===== src/rtl/shift_frame_pkg.sv =====
// Shared mode encodings and FSM state type for the shift frame sequencer.
// Latency: none (declarations only).
// Backpressure: not applicable.
package shift_frame_pkg;

    localparam logic [1:0] MODE_HOLD = 2'b00;
    localparam logic [1:0] MODE_SHL  = 2'b01;
    localparam logic [1:0] MODE_SHR  = 2'b10;
    localparam logic [1:0] MODE_LOAD = 2'b11;

    typedef enum logic [1:0] {
        ST_IDLE  = 2'd0,
        ST_LOAD  = 2'd1,
        ST_SHIFT = 2'd2,
        ST_DONE  = 2'd3
    } shift_frame_state_t;

endpackage


===== src/rtl/shift_bit_cnt.sv =====
// Loadable up-counter with enable; flags terminal count at WIDTH-1.
// Latency: count updates one cycle after load/en; termCnt is combinational.
// Backpressure: en low holds the count; the counter saturates at WIDTH-1.
module shift_bit_cnt #(
    parameter int WIDTH = 8
) (
    input  logic                     clk,
    input  logic                     rst_n,
    input  logic                     load,
    input  logic [$clog2(WIDTH)-1:0] loadVal,
    input  logic                     en,
    output logic                     termCnt
);

    localparam int CW = $clog2(WIDTH);

    logic [CW-1:0] count;

    // Load has priority over counting; never advance beyond the terminal value.
    always_ff @(posedge clk) begin
        if (!rst_n) begin
            count <= '0;
        end else if (load) begin
            count <= loadVal;
        end else if (en && !termCnt) begin
            count <= count + 1'b1;
        end
    end

    assign termCnt = (count == CW'(WIDTH - 1));

endmodule


===== src/rtl/shift_frame_ctrl.sv =====
// Frame sequencer: loads a word into ShiftReg, shifts it WIDTH cycles, returns the shifted-in word.
// Latency: handshake at T0, done pulse and rx_data at T(WIDTH+3) (plus any pause cycles).
// Backpressure: tx_ready only in IDLE; optional pause (SHIFT_FRAME_PAUSE_EN) stalls the SHIFT phase.
module shift_frame_ctrl
    import shift_frame_pkg::*;
#(
    parameter int WIDTH = 8
) (
    input  logic             clk,
    input  logic             rst_n,
    input  logic             tx_valid,
    output logic             tx_ready,
    input  logic [WIDTH-1:0] tx_data,
    input  logic             msb_first,
    output logic [1:0]       sr_mode,
    output logic [WIDTH-1:0] sr_p_data,
    input  logic [WIDTH-1:0] sr_p_q,
    output logic             busy,
    output logic             done,
    output logic [WIDTH-1:0] rx_data
`ifdef SHIFT_FRAME_PAUSE_EN
    ,
    input  logic             pause
`endif
);

    localparam int CW = $clog2(WIDTH);

    shift_frame_state_t state;
    shift_frame_state_t nextState;

    logic msbFirstReg;
    logic holdShift;
    logic accept;
    logic cntTc;

`ifdef SHIFT_FRAME_PAUSE_EN
    assign holdShift = pause;
`else
    assign holdShift = 1'b0;
`endif

    assign accept = tx_valid && tx_ready;

    shift_bit_cnt #(
        .WIDTH   (WIDTH)
    ) u_bit_cnt (
        .clk     (clk),
        .rst_n   (rst_n),
        .load    (state == ST_LOAD),
        .loadVal ({CW{1'b0}}),
        .en      ((state == ST_SHIFT) && !holdShift),
        .termCnt (cntTc)
    );

    // State register.
    always_ff @(posedge clk) begin
        if (!rst_n) begin
            state <= ST_IDLE;
        end else begin
            state <= nextState;
        end
    end

    // Next-state and mode decode; pause only affects SHIFT.
    always_comb begin
        nextState = state;
        sr_mode   = MODE_HOLD;
        case (state)
            ST_IDLE: begin
                if (accept) begin
                    nextState = ST_LOAD;
                end
            end
            ST_LOAD: begin
                sr_mode   = MODE_LOAD;
                nextState = ST_SHIFT;
            end
            ST_SHIFT: begin
                if (!holdShift) begin
                    sr_mode = msbFirstReg ? MODE_SHL : MODE_SHR;
                    if (cntTc) begin
                        nextState = ST_DONE;
                    end
                end
            end
            ST_DONE: begin
                nextState = ST_IDLE;
            end
            default: begin
                nextState = ST_IDLE;
            end
        endcase
    end

    // Registered outputs: capture request on handshake, result on DONE, status from next state.
    always_ff @(posedge clk) begin
        if (!rst_n) begin
            sr_p_data   <= '0;
            msbFirstReg <= 1'b0;
            rx_data     <= '0;
            done        <= 1'b0;
            busy        <= 1'b0;
            tx_ready    <= 1'b1;
        end else begin
            if (accept) begin
                sr_p_data   <= tx_data;
                msbFirstReg <= msb_first;
            end
            if (state == ST_DONE) begin
                rx_data <= sr_p_q;
            end
            done     <= (state == ST_DONE);
            busy     <= (nextState != ST_IDLE);
            tx_ready <= (nextState == ST_IDLE);
        end
    end

endmodule


===== config.mk =====
export PLATFORM = sky130hd
export DESIGN_NAME = shift_frame_ctrl
export DESIGN_NICKNAME = d
export VERILOG_FILES = /design/src/rtl/shift_frame_pkg.sv /design/src/rtl/shift_bit_cnt.sv /design/src/rtl/shift_frame_ctrl.sv
export SDC_FILE = /design/constraint.sdc
export NUM_CORES = 1
export LEC_CHECK = 0
export ABC_CLOCK_PERIOD_IN_PS = 1780
export CORE_MARGIN = 2
export CORE_UTILIZATION = 43
export DETAILED_ROUTE_END_ITERATION = 16
export GPL_TIMING_DRIVEN = 1
export PLACE_DENSITY_LB_ADDON = 0.2
export SKIP_LAST_GASP = 1
export SYNTH_ARGS = -nofsm -noshare
export SYNTH_HDL_FRONTEND = slang
export SYNTH_HIERARCHICAL = 1
export SYNTH_SLANG_ARGS = --single-unit

===== constraint.sdc =====
create_clock -name clk -period 1.78 [get_ports clk]
set_input_delay 0.267 -clock clk [delete_from_list [all_inputs] [get_ports clk]]
set_output_delay 0.267 -clock clk [all_outputs]
set_load 0.05 [all_outputs]

---- After elaboration in Yosys (flattened, before gate mapping) ----
Cells that the tools add are included.
cells by class
  $add $sub $neg .......................... 1
  eq/ne operators ......................... 4
  multiplexer cells ....................... 5
  reduce and logical (&&, ||, !) cells .... 7
  bitwise gates (word level) .............. 1
operators by type and width
  operator             count
  $pmux 2 s4           1
  $mux 2               3
  $eq 2x2->1 const B   2
  $logic_not 2->1      2
  $pmux 2 s2           1
  $add 3x1->3 const B  1
  $eq 3x3->1 const B   1
  $eq 2x1->1 const B   1
  $logic_and 1x1->1    2
  $reduce_bool 2->1    1
  $reduce_or 2->1      1
  $logic_not 1->1      1
  $not 1->1            1
word-level totals
  bits in registers ....................... 25
  input port bits ......................... 20

---- Logic depth before layout (Yosys ltp) ----
Gate-level depths: netlist of the first run.
  depth in word-level cells ............... 4
  gate-level depth with buffers ........... 5
  mapped depth without buffers ............ 5

---- By module ----
The synthesis of the first run kept the hierarchy.
by module, submodules not included
  module            sequential area each (um^2)  instances  area each (um^2)  cells each
  shift_frame_ctrl  440.4                        1          978.4             92
  shift_bit_cnt     60.1                         1          161.4             16

---- Least setup slack after synthesis of the first run ----
No wires, ideal clock.
  path kind ............................... register to output
  from .................................... register state[0]
  to ...................................... output port sr_mode[0]
  slack ................................... 2 ps
  buffers on the path ..................... 0
  required time ........................... 1,513 ps
  cell stages (with the launch flop) ...... 4
  arrival ................................. 1,511 ps
  path through ............................ dfxtp_1 > inv_1 > ha_1 > nor2b_1
between the ends
  cells in the longest elaborated chain, start to end .. 2
  elaborated cells on any way between the ends .. 3
  classes of those cells .................. eq/ne (2); mux (1)
ends and longest elaborated chain
  item                                      RTL line                source
  start: declaration                        shift_frame_ctrl.sv:29  shift_frame_state_t state;
  start signal: assignment                  shift_frame_ctrl.sv:61  state <= nextState;
  $eq 2x2->1 or $eq 2x1->1 (tied branches)  shift_frame_ctrl.sv:69  case (state)
  $pmux 2 s2 *                              shift_frame_ctrl.sv:69
  end: declaration                          shift_frame_ctrl.sv:15  output logic [1:0] sr_mode,
Mark *: on every way between the ends. The rest lies on a longest branch, timed or not.

---- Final worst setup path of the first run ----
  from .................................... register state[1]
  to ...................................... output port sr_mode[0]
Same word-level chain as after synthesis.

==> results.json, run 1 <==
{
  "max-vdd-ir-drop_mv": 0.7995,
  "grt_max_degree": 21,
  "ff2ff_setup_slack_ns": 0.41,
  "layout_common_cells": "27 x clkdlybuf4s50_1, 24 x dfxtp_1, 10 x o21a_1, 10 x mux2i_1, 10 x dlymetal6s2s_1",
  "yosysWarnings": 6,
  "synth_cell_types": 25,
  "drt_first_pass_iters": 4,
  "p_total_mw": 2.034,
  "setup.worst_path.class": "reg -> out",
  "core_area_um2": 2500,
  "max_slew.worst_pin.slew_ns": 0.6644,
  "drtIter0Drc": 8,
  "ctsHtreeMaxLevel": 1,
  "cp.arrival_ns": 1.46,
  "fill_cells": 203,
  "fin_worst_skew_ns": 0.007709,
  "hold_viol": 0,
  "antenna_left": 0,
  "synth_top_cell_by_area": "dfxtp_1",
  "clkSinkCount": 25,
  "start_util_pct": 45.60,
  "antenna_found_initial": 0,
  "status": "complete, no violations",
  "routedWlPerCell_um": 13.09,
  "die_area_um2": 3079,
  "drive_gt1_share_pct": 15.13,
  "max_stage_delay_ns": 0.38,
  "grt_pass1_vias": 884,
  "track_usage_pct": 16.38,
  "synthCells": 108,
  "ys_ff_latch": 25,
  "synth_top_cell_area_share_pct": 43.91,
  "setup_violations": 0,
  "io_pins": 41,
  "rsz0062_at_grt": "true",
  "hold-worst-slack_ns": 0.5331,
  "min_period_over_period_pct": 96.82,
  "worstPathRequired_ns": 1.51,
  "avgSynthCellArea_um2": 10.55,
  "grt_first_pass_wirelength_um": 4036,
  "gp_congestion": 0.7422,
  "drv_cap": 0,
  "cts-buffers-inserted": 3,
  "cp_max_fo": 5,
  "synth_area_um2": 1140,
  "area_growth_pct": 46.32,
  "routed_wl_um": 2383,
  "final_common_cell": "clkdlybuf4s50_1",
  "path_clk_slew_ns": 0.13,
  "p_leak_nw": 0.8003,
  "finalMaxSlewViolations": 0,
  "end_kind": "primary output",
  "cts_hold_buf": 0,
  "cts_tree": "built",
  "ys_seq_area_share_pct": 43.91,
  "cts_root_buf": "clkbuf_4",
  "critPathLaunchType": "flop",
  "dp_hpwl_um": 1738,
  "nNetsFinal": 180,
  "fin_cells": 182,
  "die_y_um": 55.49,
  "setup_tns_ns": 0,
  "cts_max_path_buffers": 2,
  "hold_class": "reg -> reg",
  "fp.dieW_um": 55.49,
  "insertion_delay_ns": 0.30,
  "fin_crit_ns": 1.723,
  "synth_area_leaders": "dfxtp_1 44%, mux2i_1 8.8%, ha_1 7.7%",
  "power.density_nw_per_um2": 1220,
  "rows": 18,
  "worstPathCellList": "inv_1, ha_1, nor2b_4, buf_12",
  "drc": 0,
  "relSlewSlack_pct": 55.64,
  "dp_cells": 177,
  "routed_via_density": 4.945,
  "diodes": 0,
  "vias": 900,
  "globalRouteOverflowTotal": 0,
  "io_buffers": 40,
  "fmax_mhz": 580.2,
  "critPathSlowestCell": "dfxtp_1"
}
## logic make-up (layout without fill, tap and decap cells)
kind of cell             after synthesis  in the layout  share of synthesized area, %
adder cells (fa/ha/maj)                7              7                         7.684
AND/OR/NAND/NOR                       25             25                         16.14
other                                  1              3                        0.3290
flip-flops                            25             25                         43.91
XOR/XNOR                               1              1                        0.7685
multiplexers                          10             10                         8.782
AO/OA/AOI/OAI                         31             31                         18.55
buffers and inverters                  8             50                         3.842
## Yosys cell counts
library cell,number
a21oi_1,4
and2_1,2
nor2_1,1
o21ai_0,4
buf_6,1
inv_1,3
a21boi_1,4
dfxtp_1,25
nor2b_4,1
and3_2,9
nand2b_1,1
a31oi_1,2
buf_2,2
conb_1,1
o21a_1,10
nor2b_1,10
a31o_1,1
mux2i_1,10
o31ai_1,1
clkbuf_1,1
a21boi_0,5
xnor2_1,1
ha_1,7
buf_4,1
nand3_4,1
## worst max-delay path, delay by kind of cell (launching register included)
kind | cells | cell delay [ns]
adder cells (fa/ha/maj) | 1 | 0.35
AND/OR/NAND/NOR | 1 | 0.19
flip-flops | 1 | 0.38
buffers and inverters | 2 | 0.23
## stage by stage
step	setup WS, ns	utilization [%]	cell area, µm²
6_report	0.05652	66.72	1668
5_1_grt	-0.05017	66.72	1668
4_1_cts	-0.005752	65.42	1635
3_5_place_dp	0.2281	63.91	1598
3_3_place_gp	0.3008	63.91	1598
2_1_floorplan	0.002152	-	1147
## sequential cells by signal, summed over array words and instances, names as in the netlist
| signal | cells |
|---|---|
| rx_data | 8 |
| sr_p_data | 8 |
| u_bit_cnt/count | 3 |
| done | 1 |
| msbFirstReg | 1 |
| busy | 1 |
| state | 2 |
| tx_ready | 1 |
## report_power, final
part           switching [mW]  total, mW  internal, mW
Sequential             0.0933      0.763         0.670
Combinational           0.561       1.03         0.471
Clock                   0.152      0.239        0.0873
Total                   0.806       2.03          1.23
## per-layer routing
metal	global-route usage (%)	share of wire [%]	vias up
li1	-	-	461
met1	19.21	44	415
met2	29.42	51	22
met3	3.513	4.4	2
met4	5.226	0.50	0
met5	0	0	-
## path summary, 6_finish.rpt
check	from	endpoint	depth (start not counted)
hold reg to reg	rx_data[5]	rx_data[5]	2
setup / recovery	state[1]	sr_mode[0]	4
setup reg to reg	u_bit_cnt/count[0]	u_bit_cnt/count[1]	5
hold / removal	rx_data[5]	rx_data[5]	2
## area by class of cell
type | count | area, µm² | area share [%]
Sequential cell | 25 | 501.7 | 30.08
Multi-Input combinational cell | 77 | 613.1 | 36.76
Inverter | 3 | 11.26 | 0.6752
Tap cell | 30 | 37.54 | 2.251
Timing Repair Buffer | 43 | 478.0 | 28.66
Clock buffer | 4 | 26.28 | 1.575
## timing repair
item | 4_1_cts | 5_1_grt
setup buffers | 1 | 0
endpoints found under the setup margin | 2 | 12
gates resized for setup | 2 | 12
cloned | 0 | 0
Note: power is estimated with default switching activity, not from simulation.
==> inputs of run 2 (changes only) <==
--- a/config.mk
+++ b/config.mk
@@ -8,6 +8,7 @@
 export ABC_CLOCK_PERIOD_IN_PS = 1780
 export CORE_MARGIN = 2
 export CORE_UTILIZATION = 43
+export CTS_CLUSTER_SIZE = 30
 export DETAILED_ROUTE_END_ITERATION = 16
 export GPL_TIMING_DRIVEN = 1
 export PLACE_DENSITY_LB_ADDON = 0.2
==> results of run 2 <==
No change in the layout: final DEF, timing and power equal those of run 1.
